[src/rtl/riot_kbd_scan_ctrl.sv]
// Keyboard matrix scanner sharing a RIOT with the CPU, with debounce and one-deep key buffer.
// Zero-cycle combinational bus mux; CPU cs always wins and stalls any pending scanner bus cycle.
module riot_kbd_scan_ctrl #(
    parameter int SCAN_DIV = 1000,
    parameter int SETTLE   = 4,
    parameter int DEBOUNCE = 3
) (
    input  logic       clk,
    input  logic       reset,
    input  logic       cpu_cs,
    input  logic       cpu_rw,
    input  logic       cpu_rs,
    input  logic [6:0] cpu_addr,
    input  logic [7:0] cpu_din,
    output logic       riot_cs,
    output logic       riot_rw,
    output logic       riot_rs,
    output logic [6:0] riot_addr,
    output logic [7:0] riot_din,
    input  logic [7:0] riot_dout,
    output logic       key_valid,
    output logic [5:0] key_code,
    input  logic       key_ack,
    output logic       key_overrun
);
    localparam int DIV_W = $clog2(SCAN_DIV);
    localparam int SET_W = $clog2(SETTLE + 1);
    localparam int CNT_W = $clog2(DEBOUNCE + 1);

    typedef enum logic [2:0] {
        INIT_A, INIT_B, WAIT_TICK, DRIVE, SETTLE_W, READ, CAPTURE, EVAL
    } state_t;

    state_t           state, state_nxt;
    logic [DIV_W-1:0] div_cnt;
    logic [2:0]       col;
    logic [SET_W-1:0] settle_cnt;
    logic             hit_vld;
    logic [5:0]       hit_code;
    logic [5:0]       prev_code;
    logic [CNT_W-1:0] stable_cnt;
    logic             released;
    logic             corrupt;

    logic             scan_cs, scan_rw;
    logic [6:0]       scan_addr;
    logic [7:0]       scan_din;
    logic             grant;
    logic             row_any;
    logic [2:0]       row_idx;
    logic [CNT_W-1:0] cnt_inc, eval_cnt;
    logic             accept;
    logic             in_pass, cpu_port_wr;

    assign grant     = !cpu_cs;
    assign riot_cs   = cpu_cs ? 1'b1     : scan_cs;
    assign riot_rw   = cpu_cs ? cpu_rw   : scan_rw;
    assign riot_rs   = cpu_cs ? cpu_rs   : 1'b1;
    assign riot_addr = cpu_cs ? cpu_addr : scan_addr;
    assign riot_din  = cpu_cs ? cpu_din  : scan_din;

    always_comb begin
        scan_cs   = 1'b0;
        scan_rw   = 1'b1;
        scan_addr = 7'd0;
        scan_din  = 8'h00;
        case (state)
            INIT_A:  begin scan_cs = 1'b1; scan_rw = 1'b0; scan_addr = 7'd1; scan_din = 8'hFF; end
            INIT_B:  begin scan_cs = 1'b1; scan_rw = 1'b0; scan_addr = 7'd3; scan_din = 8'h00; end
            DRIVE:   begin scan_cs = 1'b1; scan_rw = 1'b0; scan_addr = 7'd0; scan_din = ~(8'h01 << col); end
            READ:    begin scan_cs = 1'b1; scan_rw = 1'b1; scan_addr = 7'd2; end
            default: ;
        endcase
        if (reset) scan_cs = 1'b0;
    end

    always_comb begin
        state_nxt = state;
        case (state)
            INIT_A:    if (grant) state_nxt = INIT_B;
            INIT_B:    if (grant) state_nxt = WAIT_TICK;
            WAIT_TICK: if (div_cnt == '0) state_nxt = DRIVE;
            DRIVE:     if (grant) state_nxt = SETTLE_W;
            SETTLE_W:  if (settle_cnt == SET_W'(SETTLE - 1)) state_nxt = READ;
            READ:      if (grant) state_nxt = CAPTURE;
            CAPTURE:   state_nxt = (col == 3'd7) ? EVAL : DRIVE;
            EVAL:      state_nxt = WAIT_TICK;
            default:   state_nxt = INIT_A;
        endcase
    end

    // Lowest active-low row bit wins, giving row-ascending priority within a column.
    always_comb begin
        row_any = 1'b0;
        row_idx = 3'd0;
        for (int r = 7; r >= 0; r--) begin
            if (!riot_dout[r]) begin
                row_any = 1'b1;
                row_idx = 3'(r);
            end
        end
    end

    always_comb begin
        cnt_inc  = (stable_cnt == CNT_W'(DEBOUNCE)) ? stable_cnt : stable_cnt + CNT_W'(1);
        eval_cnt = (hit_code == prev_code) ? cnt_inc : CNT_W'(1);
    end

    assign accept      = hit_vld && released && (eval_cnt == CNT_W'(DEBOUNCE));
    assign in_pass     = (state == DRIVE) || (state == SETTLE_W) || (state == READ) || (state == CAPTURE);
    assign cpu_port_wr = cpu_cs && cpu_rs && !cpu_rw && (cpu_addr <= 7'd3);

    always_ff @(posedge clk) begin
        if (reset) begin
            state       <= INIT_A;
            div_cnt     <= '0;
            col         <= 3'd0;
            settle_cnt  <= '0;
            hit_vld     <= 1'b0;
            hit_code    <= 6'd0;
            prev_code   <= 6'd0;
            stable_cnt  <= '0;
            released    <= 1'b1;
            corrupt     <= 1'b0;
            key_valid   <= 1'b0;
            key_code    <= 6'd0;
            key_overrun <= 1'b0;
        end else begin
            state       <= state_nxt;
            key_overrun <= 1'b0;
            div_cnt     <= (div_cnt == DIV_W'(SCAN_DIV - 1)) ? '0 : div_cnt + DIV_W'(1);
            if (in_pass && cpu_port_wr) corrupt <= 1'b1;
            if (key_ack) key_valid <= 1'b0;
            case (state)
                WAIT_TICK: if (div_cnt == '0) begin
                    col     <= 3'd0;
                    hit_vld <= 1'b0;
                    corrupt <= 1'b0;
                end
                DRIVE:    if (grant) settle_cnt <= '0;
                SETTLE_W: settle_cnt <= settle_cnt + SET_W'(1);
                CAPTURE: begin
                    if (!hit_vld && row_any) begin
                        hit_vld  <= 1'b1;
                        hit_code <= {col, row_idx};
                    end
                    col <= col + 3'd1;
                end
                // A pass disturbed by a CPU port write is discarded without touching debounce state.
                EVAL: if (!corrupt) begin
                    if (hit_vld) begin
                        stable_cnt <= eval_cnt;
                        prev_code  <= hit_code;
                        if (accept) begin
                            released <= 1'b0;
                            if (key_valid && !key_ack) begin
                                key_overrun <= 1'b1;
                            end else begin
                                key_valid <= 1'b1;
                                key_code  <= hit_code;
                            end
                        end
                    end else begin
                        stable_cnt <= '0;
                        released   <= 1'b1;
                    end
                end
                default: ;
            endcase
        end
    end
endmodule

[config.mk]
export PLATFORM = sky130hd
export DESIGN_NAME = riot_kbd_scan_ctrl
export DESIGN_NICKNAME = d
export VERILOG_FILES = /design/src/rtl/riot_kbd_scan_ctrl.sv
export SDC_FILE = /design/constraint.sdc
export NUM_CORES = 1
export LEC_CHECK = 0
export ABC_AREA = 0
export BUFFER_PORTS_ARGS = -buffer_cell sky130_fd_sc_hd__buf_2
export CAP_MARGIN = 10
export CORE_ASPECT_RATIO = 0.5
export CORE_MARGIN = 2
export CORE_UTILIZATION = 41
export CTS_CLUSTER_SIZE = 8
export DETAILED_ROUTE_END_ITERATION = 10
export PLACE_DENSITY = 0.64
export SETUP_SLACK_MARGIN = 0.1
export SLEW_MARGIN = 10
export SYNTH_ARGS = -nofsm -noshare
export SYNTH_HDL_FRONTEND = slang
export SYNTH_SLANG_ARGS = --single-unit
[constraint.sdc]
create_clock -name clk -period 2.2 [get_ports clk]
set_clock_uncertainty 0.2 [all_clocks]
set_input_delay 0.11 -clock clk [delete_from_list [all_inputs] [get_ports clk]]
set_output_delay 0.11 -clock clk [all_outputs]
set_load 0.01 [all_outputs]
==> metrics.txt <==
Least-Margin Pin Slew=0.540 ns; Inst Count DP=between 300 and 400; fin crit share=89.8%; # setup viols final=0; final hold violation count=0; # nets final=about 380; HPWL Detailed=about 3900 microns; final setup TNS=0 ns; sequential share of the synthesized area=38.0%; PortBufs=54; Worst Path Max Fanout=11; Worst VDD drop=between 300 and 400 uV; Reg clk slew, reported paths=roughly 0.050 ns; Area growth syn-to-layout=26.1%; antenna violations before repair=0; die area=approximately 6300 sq um; Power Density=approximately 600 nW/um^2; Final Max Tran Viols=0; H-tree levels=2; grt total ovfl=0; Async SR Flop Fraction=0%; critical path, cell by cell=nand2b_1 -> nor3_4 -> buf_4 -> a221o_1 -> buf_2; CP Capture Type=output pin; syn nets=around 310; ys flop type=dfxtp_1; Initial DRC Count=74; Hold Crit Class=primary input to register; RSZ-0062 raised after global routing=no; most common cell after layout, fill and taps aside=buf_2; worst relative slew slack=a little under two thirds; Pre-antenna DRT Iters=4; I/O Pins=55; WL/cell=around 12 microns; outcome=finished clean; worst r2r src=state[0]; # diodes=0; Vias/cell=~5.1; post-layout util=approximately 54%; gr usage total=roughly 18%; Chip Height=57.2 microns; crit path from=state[2]; num rows=19; Post-synth EDFFs=0; Avg Inst Size Synth=around 8.5 sq um; Vias=between 2000 and 2500; Required @ worst endpoint=roughly 1.9 ns; Root Buffer=clkbuf_16; clock sink count=44; Max Root-Sink Buffers=2; critical path arrival=about 1.7 ns; ratio of cells with drive above 1 in the final layout=25.2%; largest net degree at the start of global routing=24; total power=1.76 mW; cts bufs inserted=5; drt drc=0; total number of yosys warnings=0; core area=5470 sq um; Die W=between 100 and 150 microns; commonest cells after routing, fill and taps aside=buf_2, dfxtp_1, nor2_1; achievable frequency=506 MHz; first-pass GRT wire length=~9100 microns; Synth Cell Area=~2300 sq um; crit start category=register; post-route ant nets=0; drt total wl=around 5100 microns; RePlAce Congestion=approximately 0.81; Initial Util=between 40% and 50%; Worst Hold Launch=riot_dout[0]; number of global-route vias before repair=about 2100; Gate Count Post-Synth=about 270; crit path kind=register to output pin; Tmin final=1.98 ns; Yosys cell types=51; CP max-delay cell=dfxtp_2; non-filler cells, final=414; worst skew pair latency=between 0.2 and 0.3 ns; register bit count reported by yosys=44; Max Cap Violations=0; Leakage Power=roughly 1.3 nW; CTS tree=built; CP max stage delay=slightly below 0.5 ns
worst max-delay path: cells and delay by family (launching register included):
family                 cells  cell delay (ns)
buffers and inverters      2             0.30
and+or+nand+nor            2             0.30
DFF                        1             0.49
AOI/OAI and AO/OA          1             0.29
state kept, by name, summed over array words and instances, names as in the netlist:
register     flops
col              3
corrupt          1
div_cnt         10
hit_code         6
hit_vld          1
key_code         6
key_overrun      1
key_valid        1
prev_code        6
released         1
settle_cnt       3
stable_cnt       2
state            3
synthesized netlist by cell type (5+ instances only):
cell type	number	area share, %
and2_1	6	1.6
inv_1	16	2.6
xor2_1	5	1.9
o21ai_0	9	1.9
a221o_1	5	2.2
mux2i_1	9	3.9
clkbuf_1	5	0.81
dfxtp_1	44	38
a21oi_1	22	4.7
ha_1	10	5.4
nand3_1	12	2.6
nand2_1	28	4.5
xnor2_1	9	3.4
nand4_1	6	1.6
nor2_1	36	5.8
final timing paths:
| kind | end | cells past startpoint | slack [ns] |
|---|---|---|---|
| worst max register to register | state[0] | 5 | 0.34 |
| worst min register to register | div_cnt[0] | 1 | 0.26 |
| worst min-delay path | hit_code[1] | 4 | 0.02 |
| worst max-delay path | riot_din[5] | 5 | 0.22 |
metrics by stage:
stage	cell area, sq um	hold WS [ns]	setup WS [ns]
floorplan	2320	0.0992	0.588
global placement	2680	0.241	0.280
detailed placement	2680	0.253	0.147
CTS	2890	0.00433	0.160
global route	2930	0.0593	0.113
finish	2930	0.0203	0.223
cell families (layout without fill, tap and decap cells):
group,count (synthesis),in the layout,share of synthesized area [%]
adder cells (fa/ha/maj),11,11,5.82
XOR/XNOR,14,14,5.28
multiplexers,9,9,3.88
AO/OA/AOI/OAI,53,53,14.9
flip-flops,44,44,38.0
buffers and inverters,27,94,5.01
AND/OR/NAND/NOR,116,116,27.2
final cells by class:
cell class	count	area, sq um
fillers	510	2540
multi-input cells	203	1340
flip-flops and latches	44	885
repair buffers	69	398
clock buffers	8	146
well taps	73	91.3
inverters	17	63.8
per-layer routing:
| metal | up-vias | part of all wire (%) | global-route usage [%] | routed length [microns] |
|---|---|---|---|---|
| met5 | - | 0 | 0 | 0 |
| met4 | 0 | 0.70 | 3.93 | 36 |
| met3 | 4 | 7.3 | 5.84 | 377 |
| met2 | 63 | 45 | 30.9 | 2330 |
| met1 | 952 | 47 | 21.8 | 2390 |
| li1 | 1085 | - | - | - |
where the power goes:
group	internal, mW	switching [mW]	leakage, nW	total (mW)
Clock	0.452	0.277	0.0712	0.729
Combinational	0.0938	0.107	0.893	0.201
Sequential	0.807	0.0189	0.357	0.826
Total	1.35	0.403	1.32	1.76
what timing repair did:
| action | 4_1_cts | 5_1_grt |
|---|---|---|
| hold buffers | 6 | 0 |
| buffers inserted | 0 | 3 |
| pin swaps | 0 | 1 |
| endpoints found under the setup margin | 7 | 7 |
| endpoints found under the hold margin | 6 | 0 |
| gates resized for setup | 2 | 4 |
(Power assumes the default switching activity.)
